`config.mk`:
```
export PLATFORM = sky130hd
export DESIGN_NAME = ula_seq
export DESIGN_NICKNAME = d
export VERILOG_FILES = /design/src/rtl/ula_pkg.sv /design/src/rtl/ula_seq_ula.sv /design/src/rtl/ula_seq.sv
export SDC_FILE = /design/constraint.sdc
export NUM_CORES = 2
export LEC_CHECK = 0
export BUFFER_PORTS_ARGS = -buffer_cell sky130_fd_sc_hd__buf_4
export CAP_MARGIN = 20
export CORE_MARGIN = 2
export CORE_UTILIZATION = 40
export CTS_CLUSTER_DIAMETER = 60
export DETAILED_ROUTE_END_ITERATION = 8
export PLACE_DENSITY_LB_ADDON = 0.2
export SYNTH_ARGS = -nofsm -noshare
export SYNTH_HDL_FRONTEND = slang
export SYNTH_SLANG_ARGS = --single-unit
```
`constraint.sdc`:
```
create_clock -name clk -period 69.7 [get_ports clk]
set_clock_uncertainty 0.05 [all_clocks]
set_input_delay 10.455 -clock clk [delete_from_list [all_inputs] [get_ports clk]]
set_output_delay 10.455 -clock clk [all_outputs]
set_load 0.005 [all_outputs]
```
`src/rtl/ula_pkg.sv`:
```
// Shared definitions for ula and ula_seq: opcodes, flag bit positions and
// the sequencer state encoding.
package ula_pkg;

    localparam logic [4:0] OP_ADD = 5'd3;
    localparam logic [4:0] OP_SUB = 5'd4;
    localparam logic [4:0] OP_MUL = 5'd5;
    localparam logic [4:0] OP_DIV = 5'd6;
    localparam logic [4:0] OP_AND = 5'd7;

    localparam int FLG_EQUAL    = 0;
    localparam int FLG_ABOVE    = 1;
    localparam int FLG_BELOW    = 2;
    localparam int FLG_OVERFLOW = 3;
    localparam int FLG_ERROR    = 4;

    typedef enum logic [1:0] {
        ST_IDLE  = 2'd0,
        ST_ISSUE = 2'd1,
        ST_WAIT  = 2'd2,
        ST_DONE  = 2'd3
    } state_t;

    function automatic logic is_muldiv(input logic [4:0] op);
        return (op == OP_MUL) || (op == OP_DIV);
    endfunction

endpackage

```
`src/rtl/ula_seq_ula.sv`:
```
// Combinational ula: unsigned 32-bit arithmetic/logic on a and b, opcode in
// inst[31:27]; compare flags always reflect a versus b.
module ula
    import ula_pkg::*;
(
    input  logic [31:0] inst,
    input  logic [31:0] a,
    input  logic [31:0] b,
    output logic [31:0] result,
    output logic [4:0]  flags
);

    logic [4:0]  op_s;
    logic [26:0] inst_unused_s;
    logic [32:0] sum_s;
    logic [63:0] prod_s;
    logic        err_s;
    logic        ovf_s;

    assign op_s          = inst[31:27];
    assign inst_unused_s = inst[26:0];
    assign sum_s         = {1'b0, a} + {1'b0, b};
    assign prod_s        = {32'd0, a} * {32'd0, b};

    // Result and error/overflow selection per opcode
    always_comb begin
        result = 32'd0;
        err_s  = 1'b0;
        ovf_s  = 1'b0;
        case (op_s)
            OP_ADD: begin
                result = sum_s[31:0];
                ovf_s  = sum_s[32];
            end
            OP_SUB: begin
                result = a - b;
                ovf_s  = (a < b);
            end
            OP_MUL: begin
                result = prod_s[31:0];
                ovf_s  = |prod_s[63:32];
            end
            OP_DIV: begin
                // Divide by zero reports error and a zero quotient
                if (b == 32'd0) begin
                    err_s  = 1'b1;
                    result = 32'd0;
                end else begin
                    err_s  = 1'b0;
                    result = a / b;
                end
            end
            OP_AND: begin
                result = a & b;
            end
            default: begin
                err_s = 1'b1;
            end
        endcase
    end

    // Flag vector assembly
    always_comb begin
        flags               = 5'd0;
        flags[FLG_ERROR]    = err_s;
        flags[FLG_OVERFLOW] = ovf_s;
        flags[FLG_BELOW]    = (a < b);
        flags[FLG_ABOVE]    = (a > b);
        flags[FLG_EQUAL]    = (a == b);
    end

endmodule

```
`src/rtl/ula_seq.sv`:
```
// Request/response sequencer around a single ula instance, with extra wait
// cycles for MUL/DIV. Optional sticky status under macro ULA_SEQ_STICKY_EN.
module ula_seq
    import ula_pkg::*;
#(
    parameter int MD_LAT = 4
) (
    input  logic        clk,
    input  logic        rst,
    input  logic        in_valid,
    output logic        in_ready,
    input  logic [31:0] in_inst,
    input  logic [31:0] in_a,
    input  logic [31:0] in_b,
    output logic        out_valid,
    input  logic        out_ready,
    output logic [31:0] out_result,
    output logic [4:0]  out_flags,
    input  logic        sticky_clr,
    output logic        sticky_ovf,
    output logic        sticky_err
);

    localparam bit         MD_EN   = (MD_LAT > 0);
    localparam logic [3:0] MD_LOAD = (MD_LAT > 0) ? 4'(MD_LAT - 1) : 4'd0;

    state_t      state_r;
    state_t      state_nx_s;
    logic [3:0]  cnt_r;
    logic [3:0]  cnt_nx_s;
    logic [31:0] inst_r;
    logic [31:0] a_r;
    logic [31:0] b_r;
    logic        accept_s;
    logic        capture_s;
    logic [31:0] ula_result_s;
    logic [4:0]  ula_flags_s;

    ula u_ula (
        .inst   (inst_r),
        .a      (a_r),
        .b      (b_r),
        .result (ula_result_s),
        .flags  (ula_flags_s)
    );

    assign in_ready = (state_r == ST_IDLE) && !rst;

    // Next-state, counter and capture/accept strobes
    always_comb begin
        state_nx_s = state_r;
        cnt_nx_s   = cnt_r;
        accept_s   = 1'b0;
        capture_s  = 1'b0;
        case (state_r)
            ST_IDLE: begin
                if (in_valid) begin
                    accept_s   = 1'b1;
                    state_nx_s = ST_ISSUE;
                end else begin
                    state_nx_s = ST_IDLE;
                end
            end
            ST_ISSUE: begin
                if (MD_EN && is_muldiv(inst_r[31:27])) begin
                    cnt_nx_s   = MD_LOAD;
                    state_nx_s = ST_WAIT;
                end else begin
                    capture_s  = 1'b1;
                    state_nx_s = ST_DONE;
                end
            end
            ST_WAIT: begin
                if (cnt_r == 4'd0) begin
                    capture_s  = 1'b1;
                    state_nx_s = ST_DONE;
                end else begin
                    cnt_nx_s   = cnt_r - 4'd1;
                    state_nx_s = ST_WAIT;
                end
            end
            ST_DONE: begin
                if (out_ready) begin
                    state_nx_s = ST_IDLE;
                end else begin
                    state_nx_s = ST_DONE;
                end
            end
            default: begin
                state_nx_s = ST_IDLE;
            end
        endcase
    end

    // State, operand and result registers
    always_ff @(posedge clk) begin
        if (rst) begin
            state_r    <= ST_IDLE;
            cnt_r      <= 4'd0;
            inst_r     <= 32'd0;
            a_r        <= 32'd0;
            b_r        <= 32'd0;
            out_valid  <= 1'b0;
            out_result <= 32'd0;
            out_flags  <= 5'd0;
        end else begin
            state_r   <= state_nx_s;
            cnt_r     <= cnt_nx_s;
            out_valid <= (state_nx_s == ST_DONE);
            if (accept_s) begin
                inst_r <= in_inst;
                a_r    <= in_a;
                b_r    <= in_b;
            end
            if (capture_s) begin
                out_result <= ula_result_s;
                out_flags  <= ula_flags_s;
            end
        end
    end

`ifdef ULA_SEQ_STICKY_EN
    // Sticky accumulation: a capture setting a flag beats a same-cycle clear
    always_ff @(posedge clk) begin
        if (rst) begin
            sticky_ovf <= 1'b0;
            sticky_err <= 1'b0;
        end else begin
            sticky_ovf <= (sticky_ovf && !sticky_clr) || (capture_s && ula_flags_s[FLG_OVERFLOW]);
            sticky_err <= (sticky_err && !sticky_clr) || (capture_s && ula_flags_s[FLG_ERROR]);
        end
    end
`else
    logic sticky_clr_unused_s;
    assign sticky_clr_unused_s = sticky_clr;
    assign sticky_ovf          = 1'b0;
    assign sticky_err          = 1'b0;
`endif

endmodule
```
Word-level counts from Yosys, hierarchy flattened

Index checks and enable logic that the tools add are counted.

Register bits after elaboration: 140
Input bits: 101
Output and inout port bits: 41
Word-level logic and storage cells: 56

Add/sub/neg operators: 3
$mul: 1
Div/mod/pow operators: 1
$lt $le $gt $ge: 2
Equal/unequal tests: 12
Muxes and demuxes: 18
Bitwise logic cells: 1
Reductions and logical operators: 10

Operators by type and width:

| operator              | count |
|---|---|
| $pmux W32 S5          | 1 |
| $mul A32 B32 Y64      | 1 |
| $add A32 B32 Y33      | 1 |
| $and A32 B32 Y32      | 1 |
| $div A32 B32 Y32      | 1 |
| $eq A32 B32 Y1        | 1 |
| $gt A32 B32 Y1        | 1 |
| $logic_not A32 Y1     | 1 |
| $lt A32 B32 Y1        | 1 |
| $mux W32              | 1 |
| $reduce_or A32 Y1     | 1 |
| $sub A32 B32 Y32      | 1 |
| $eq A5 B3 Y1 const B  | 4 |
| $mux W1               | 8 |
| $mux W4               | 2 |
| $pmux W2 S4           | 1 |
| $pmux W4 S2           | 1 |
| $eq A2 B2 Y1 const B  | 3 |
| $eq A5 B2 Y1 const B  | 1 |
| $logic_not A4 Y1      | 1 |
| $ne A2 B2 Y1 const B  | 2 |
| $pmux W1 S2           | 2 |
| $reduce_or A4 Y1      | 1 |
| $sub A4 B1 Y4 const B | 1 |
| 9 further kinds       | 9 |

Logic depth before layout (Yosys ltp)

Depth after elaboration: 5
Gate-level depth with buffers: 337

By module

Synthesis repeated with hierarchy kept, for this count alone.

Cells, all modules: 9250
Area, all modules: 71416.0 sq um

Modules (own cells, without submodules):

| module  | instances | cells an instance | area an instance (sq um) | sequential area each (sq um) |
|---|---|---|---|---|
| ula     | 1         | 8617              | 66024.6                  | 0.0 |
| ula_seq | 1         | 633               | 5391.4                   | 2802.7 |

Worst setup path after synthesis

OpenSTA, ideal clock, no wires.

Path type: flip-flop to flip-flop
Start point: register b_r[31]
End point: register out_result[0]
Setup time: 128 ps
Arrival: 69182 ps
Required time: 69522 ps
Path slack: 340 ps
Cell stages (with the launch flop): 306
Buffers on the path: 40
Period minus slack after synthesis: 69360 ps
Cell sequence: dfxtp_1 -> buf_6 -> nor4_4 -> nand4_1 -> nor2_1 -> clkbuf_1 -> nand2_1 -> nor2_1 -> a21oi_1 -> ha_1 -> o21ai_0 -> a21oi_1 -> and3_1 -> mux2_2 -> ha_1 -> a21oi_1 -> nand2_1 -> nor4_1 -> [270 not listed] -> nor2b_1 -> o41ai_1 -> clkbuf_1 -> o21ai_0 -> ha_1 -> a21o_1 -> a21o_1 -> a21o_1 -> a21o_1 -> a21o_1 -> a21oi_1 -> nor2b_1 -> o21ai_0 -> a21oi_1 -> nor4_1 -> o41ai_1 -> a221oi_1 -> o31ai_1

Word-level cells in the longest chain between the ends: 3
Elaborated cells on any way between the ends: 4
Those cells by class: div (1); mux (2); reduce/logical (1)

Ends and longest elaborated chain:

| item                                                         | RTL line                             | text |
|---|---|---|
| from (decl)                                                  | ula_seq.sv:33                        | `logic [31:0] b_r;` |
| from (signal assigned)                                       | ula_seq.sv:113                       | `b_r <= in_b;` |
| $div A32 B32 Y32 / $logic_not A32 Y1 (equally long branches) | ula_seq_ula.sv:50, ula_seq_ula.sv:45 |  |
| $mux W32 (*)                                                 | ula_seq_ula.sv:45                    | `if (b == 32'd0) begin` |
| $pmux W32 S5 (*)                                             | ula_seq_ula.sv:30                    | `case (op_s)` |
| to (signal assigned)                                         | ula_seq.sv:116                       | `out_result <= ula_result_s;` |
| to (decl)                                                    | ula_seq.sv:17                        | `output logic [31:0] out_result,` |

Every way passes the cells marked *; elsewhere a longest branch is shown, timed or not.
A chain may end at the register's enable or synchronous reset.

Worst setup path after layout

Start point: register b_r[6]
End point: register out_result[0]

The elaborated chain is that of the path after synthesis.

==> reports/qor_table.md <==
| Result | Value |
| --- | --- |
| Final worst-path setup slack | 2.93 ns |
| Post-route minimum period | 66.77 ns |
| Number of inserted filler cells in the final layout | 17100 |
| Footprint of the flip-flops and latches | 2280 sq um |
| Master of the slowest instance on the critical path | or3_1 |
| IO buf count | 111 |
| Number of cells traversed by the worst hold path | 2 |
| Drt initial violations | 5698 |
| Post-Synthesis Cells | 9098 |
| Critical path buffer and inverter count | 54 |
| Hold path startpoint | inst_r[30]$_SDFFE_PP0P_ |
| First-pass GRT wire length | 471 mm |
| Largest net degree at the start of global routing | 57 |
| Count of different cell masters after synthesis | 110 |
| Cell at the root of the clock tree | clkbuf_16 |
| Via density per instance | 5.64 |
| Kind of end point of the critical path | register |
| CTS tree | yes |
| Register bit count reported by yosys | 113 |
| H-tree lvl count | 4 |
| Syn-to-layout area delta | 27.6% |
| Max Freq | 0.0150 GHz |
| Setup violation total in the final timing report | 0 |
| Register area share after synthesis | 3.24% |
| Category of the most critical setup path | reg -> reg |
| Worst Reg2Reg Path Length in Cells | 316 |
| Most common cell type on the critical path | buf_4 |
| Startpoint of the lowest-slack register-to-register path | b_r[6]$_SDFFE_PP0P_ |
| Number of enable-type register cells in the synthesized netlist | 0 |
| Data required time of the worst path | 70.00 ns |
| Routability Congestion | 1.00 |
| Average size of a mapped cell | 7.67 sq um |
| Number of max-slew violations in the final report | 0 |
| Period utilisation layout | 95.8% |
| Hold-fix buffer count after cts | 0 |
| Worst hold margin | 0.411 ns |
| Core Footprint | 174000 sq um |
| Cell taking the most area after synthesis | fa_1 |
| Clock buffer count from CTS | 17 |
| Area of the mapped netlist | 69800 sq um |
| Fraction of final layout cells with drive strength greater than 1 | 23.7% |
| Top post-synthesis cells by area | fa_1 (26%), ha_1 (15%), inv_1 (6.1%), nand2_1 (5.8%), a21oi_1 (4.5%) |
| Async set-reset flop share out of synthesis | 0% |
| Initial cell density of the core | 40.2% |
| Vertical extent of the die | 422 microns |
| Post-DP HPWL | 253 mm |
| Insertion delay of the later-clocked pin in the worst-skew pair | 0.48 ns |
| Worst reg2reg setup slack | 2.93 ns |
| WL final | 312 mm |
| Top FF cell, synth | dfxtp_1 |
| Area fraction of the dominant cell type after synthesis | 25.8% |
| Final nets | 12800 |
| Worst hold endpoint | inst_r[30]$_SDFFE_PP0P_ |
| Average wire length per cell after detail routing | 23.6 microns |
| Final total negative setup slack | 0 ns |
| Congestion Overflow GR | 0 |
| Total vias in the final route | 74600 |
| Number of failing hold endpoints at the final stage | 0 |
| Drt pass-1 iters | 6 |
| Site row count | 153 |
| DRT antenna net count | 0 |
| Family with the most delay on the worst path | compound AO/OA/AOI/OAI gates |
| Worst-Margin Slew | 1.13 ns |
| Number of clock sinks | 113 |
| Critical Path Source Type | register |
| Top Ports | 142 |
| Number of antenna violations at the first check in global routing | 15 |
| Clock-pin slew on the worst setup and hold paths | 0.06 ns |
| Max Cap Violations | 0 |
| Area of the die | 178000 sq um |
| Status | finished clean |
| Hold Path Class | reg -> reg |
| Area of the multi-input gates | 62400 sq um |
| Biggest fanout along the worst timing path | 25 |
| Chip Width | 422 microns |
| Endpoint of the most critical register-to-register path | out_result[0]$_SDFFE_PP0P_ |
| Minimum setup slack after placement | -0.766 ns |
| Max clock buf depth | 2 |
| Crit path arrival time | 67.08 ns |
| Critical path's largest stage delay | 0.70 ns |
| Total of warnings raised by yosys | 0 |
| Global-route usage over all layers | 34.9% |
| Residual DRC | 0 |
| Via count of the first global-routing pass | 77200 |
| Worst slew slack as a fraction of its limit | 23.6% |
-- kinds of logic (layout without fill, tap and decap cells) --
family	Yosys count	in the layout	share of synthesized area, %
buffers and inverters	1564	3372	8.45
AOI/OAI and AO/OA	2108	2108	20.2
and+or+nand+nor	3071	3071	20.5
xor gates and xnor gates	382	382	4.79
adders and majority gates	1762	1762	41.2
DFF	113	113	3.24
muxes	97	97	1.50
other	1	6	0.00537
-- tightest hold or removal path: cells and delay by family, from the launching register on --
family	cells	cell delay, ns
AOI/OAI and AO/OA	1	0.05
DFF	1	0.31
and+or+nand+nor	1	0.05
-- per-layer routing --
metal / routed length (microns) / vias to the layer above / global-route usage [%]
met1: 121000 / 36700 / 41.3
met2: 147000 / 2644 / 59.2
met3: 20000 / 893 / 4.72
met4: 24500 / 8 / 22.4
li1: - / 34400 / -
met5: 66 / - / 0
-- cell usage after synthesis (14+ instances only) --
cell type and instances:
a221o_1 29, buf_1 49, mux2i_1 38, a221oi_1 33, nor3_1 158, or4_1 17
ha_1 864, a31oi_1 74, and2_1 380, mux2_2 59, nand2b_1 58, and3_1 57
a21o_1 226, or3_1 60, o22ai_1 25, o21bai_1 63, dfxtp_1 113, nor4_1 35
a31o_2 21, o31a_1 18, nand2_1 1077, a211oi_1 60, and4_1 14, nand3_1 140
fa_1 898, o31ai_1 45, inv_1 1132, xor2_1 159, nand3b_1 18, nor2b_1 70
o21a_1 151, o211ai_1 64, nor3b_1 14, a211o_1 26, o2111ai_1 18, nor2_1 831
a21oi_1 624, or2_2 45, o21ai_0 321, xnor2_1 223, a21boi_0 19, nand4_1 56
clkbuf_1 352, o221ai_1 30, a22oi_1 33
-- flip-flops by register name, indices dropped and copies added (netlist names) --
name and cells:
cnt_r 4, out_flags 5, out_valid 1, a_r 32, b_r 32, out_result 32, inst_r 5, state_r 2
-- metrics by stage --
stage | instances | utilization (%) | area [sq um]
2_1_floorplan | 9099 | - | 69800
3_3_place_gp | 13200 | 50.5 | 87700
3_5_place_dp | 13200 | 50.5 | 87700
4_1_cts | 13200 | 50.8 | 88300
5_1_grt | 13200 | 51.3 | 89100
6_report | 13200 | 51.3 | 89100
-- area by class of cell --
type | count | share of cell area, %
Multi-Input combinational cell | 7422 | 70.1
Timing Repair Buffer | 2192 | 18.7
Inverter | 1148 | 4.84
Tap cell | 2325 | 3.27
Sequential cell | 113 | 2.56
Clock buffer | 19 | 0.486
Clock inverter | 13 | 0.101
Antenna cell | 4 | 0.0112
-- layout by cell type, fill, tap and decap left out, types with 222 or more instances in the layout --
| cell | synthesis | routed |
|---|---|---|
| a21oi_1 | 624 | 608 |
| o21ai_0 | 321 | 295 |
| fa_1 | 898 | 898 |
| xnor2_1 | 223 | 222 |
| and2_1 | 380 | 377 |
| buf_4 | 2 | 2172 |
| inv_1 | 1132 | 1122 |
| nor2_1 | 831 | 818 |
| nand2_1 | 1077 | 1074 |
| ha_1 | 864 | 863 |
| a21o_1 | 226 | 225 |
-- worst max path at each step --
stage,slack [ns],startpoint,endpoint,cells past startpoint
floorplan,0.34,b_r[31]$_SDFFE_PP0P_,out_result[0]$_SDFFE_PP0P_,305
global placement,-0.53,b_r[17]$_SDFFE_PP0P_,out_result[0]$_SDFFE_PP0P_,312
detailed placement,-0.77,b_r[17]$_SDFFE_PP0P_,out_result[0]$_SDFFE_PP0P_,311
CTS,0.03,b_r[17]$_SDFFE_PP0P_,out_result[0]$_SDFFE_PP0P_,313
global route,-0.46,b_r[6]$_SDFFE_PP0P_,out_result[0]$_SDFFE_PP0P_,331
finish,2.93,b_r[6]$_SDFFE_PP0P_,out_result[0]$_SDFFE_PP0P_,316
-- repair_timing --
item	in CTS	in global routing
resized for setup	12	176
pin swaps	2	35
buffers inserted	3	14
setup endpoints to repair	1	3
Power is left out: the tool's default activity adds up to more than one toggle a clock period on the data nets, which glitch-free logic cannot reach.
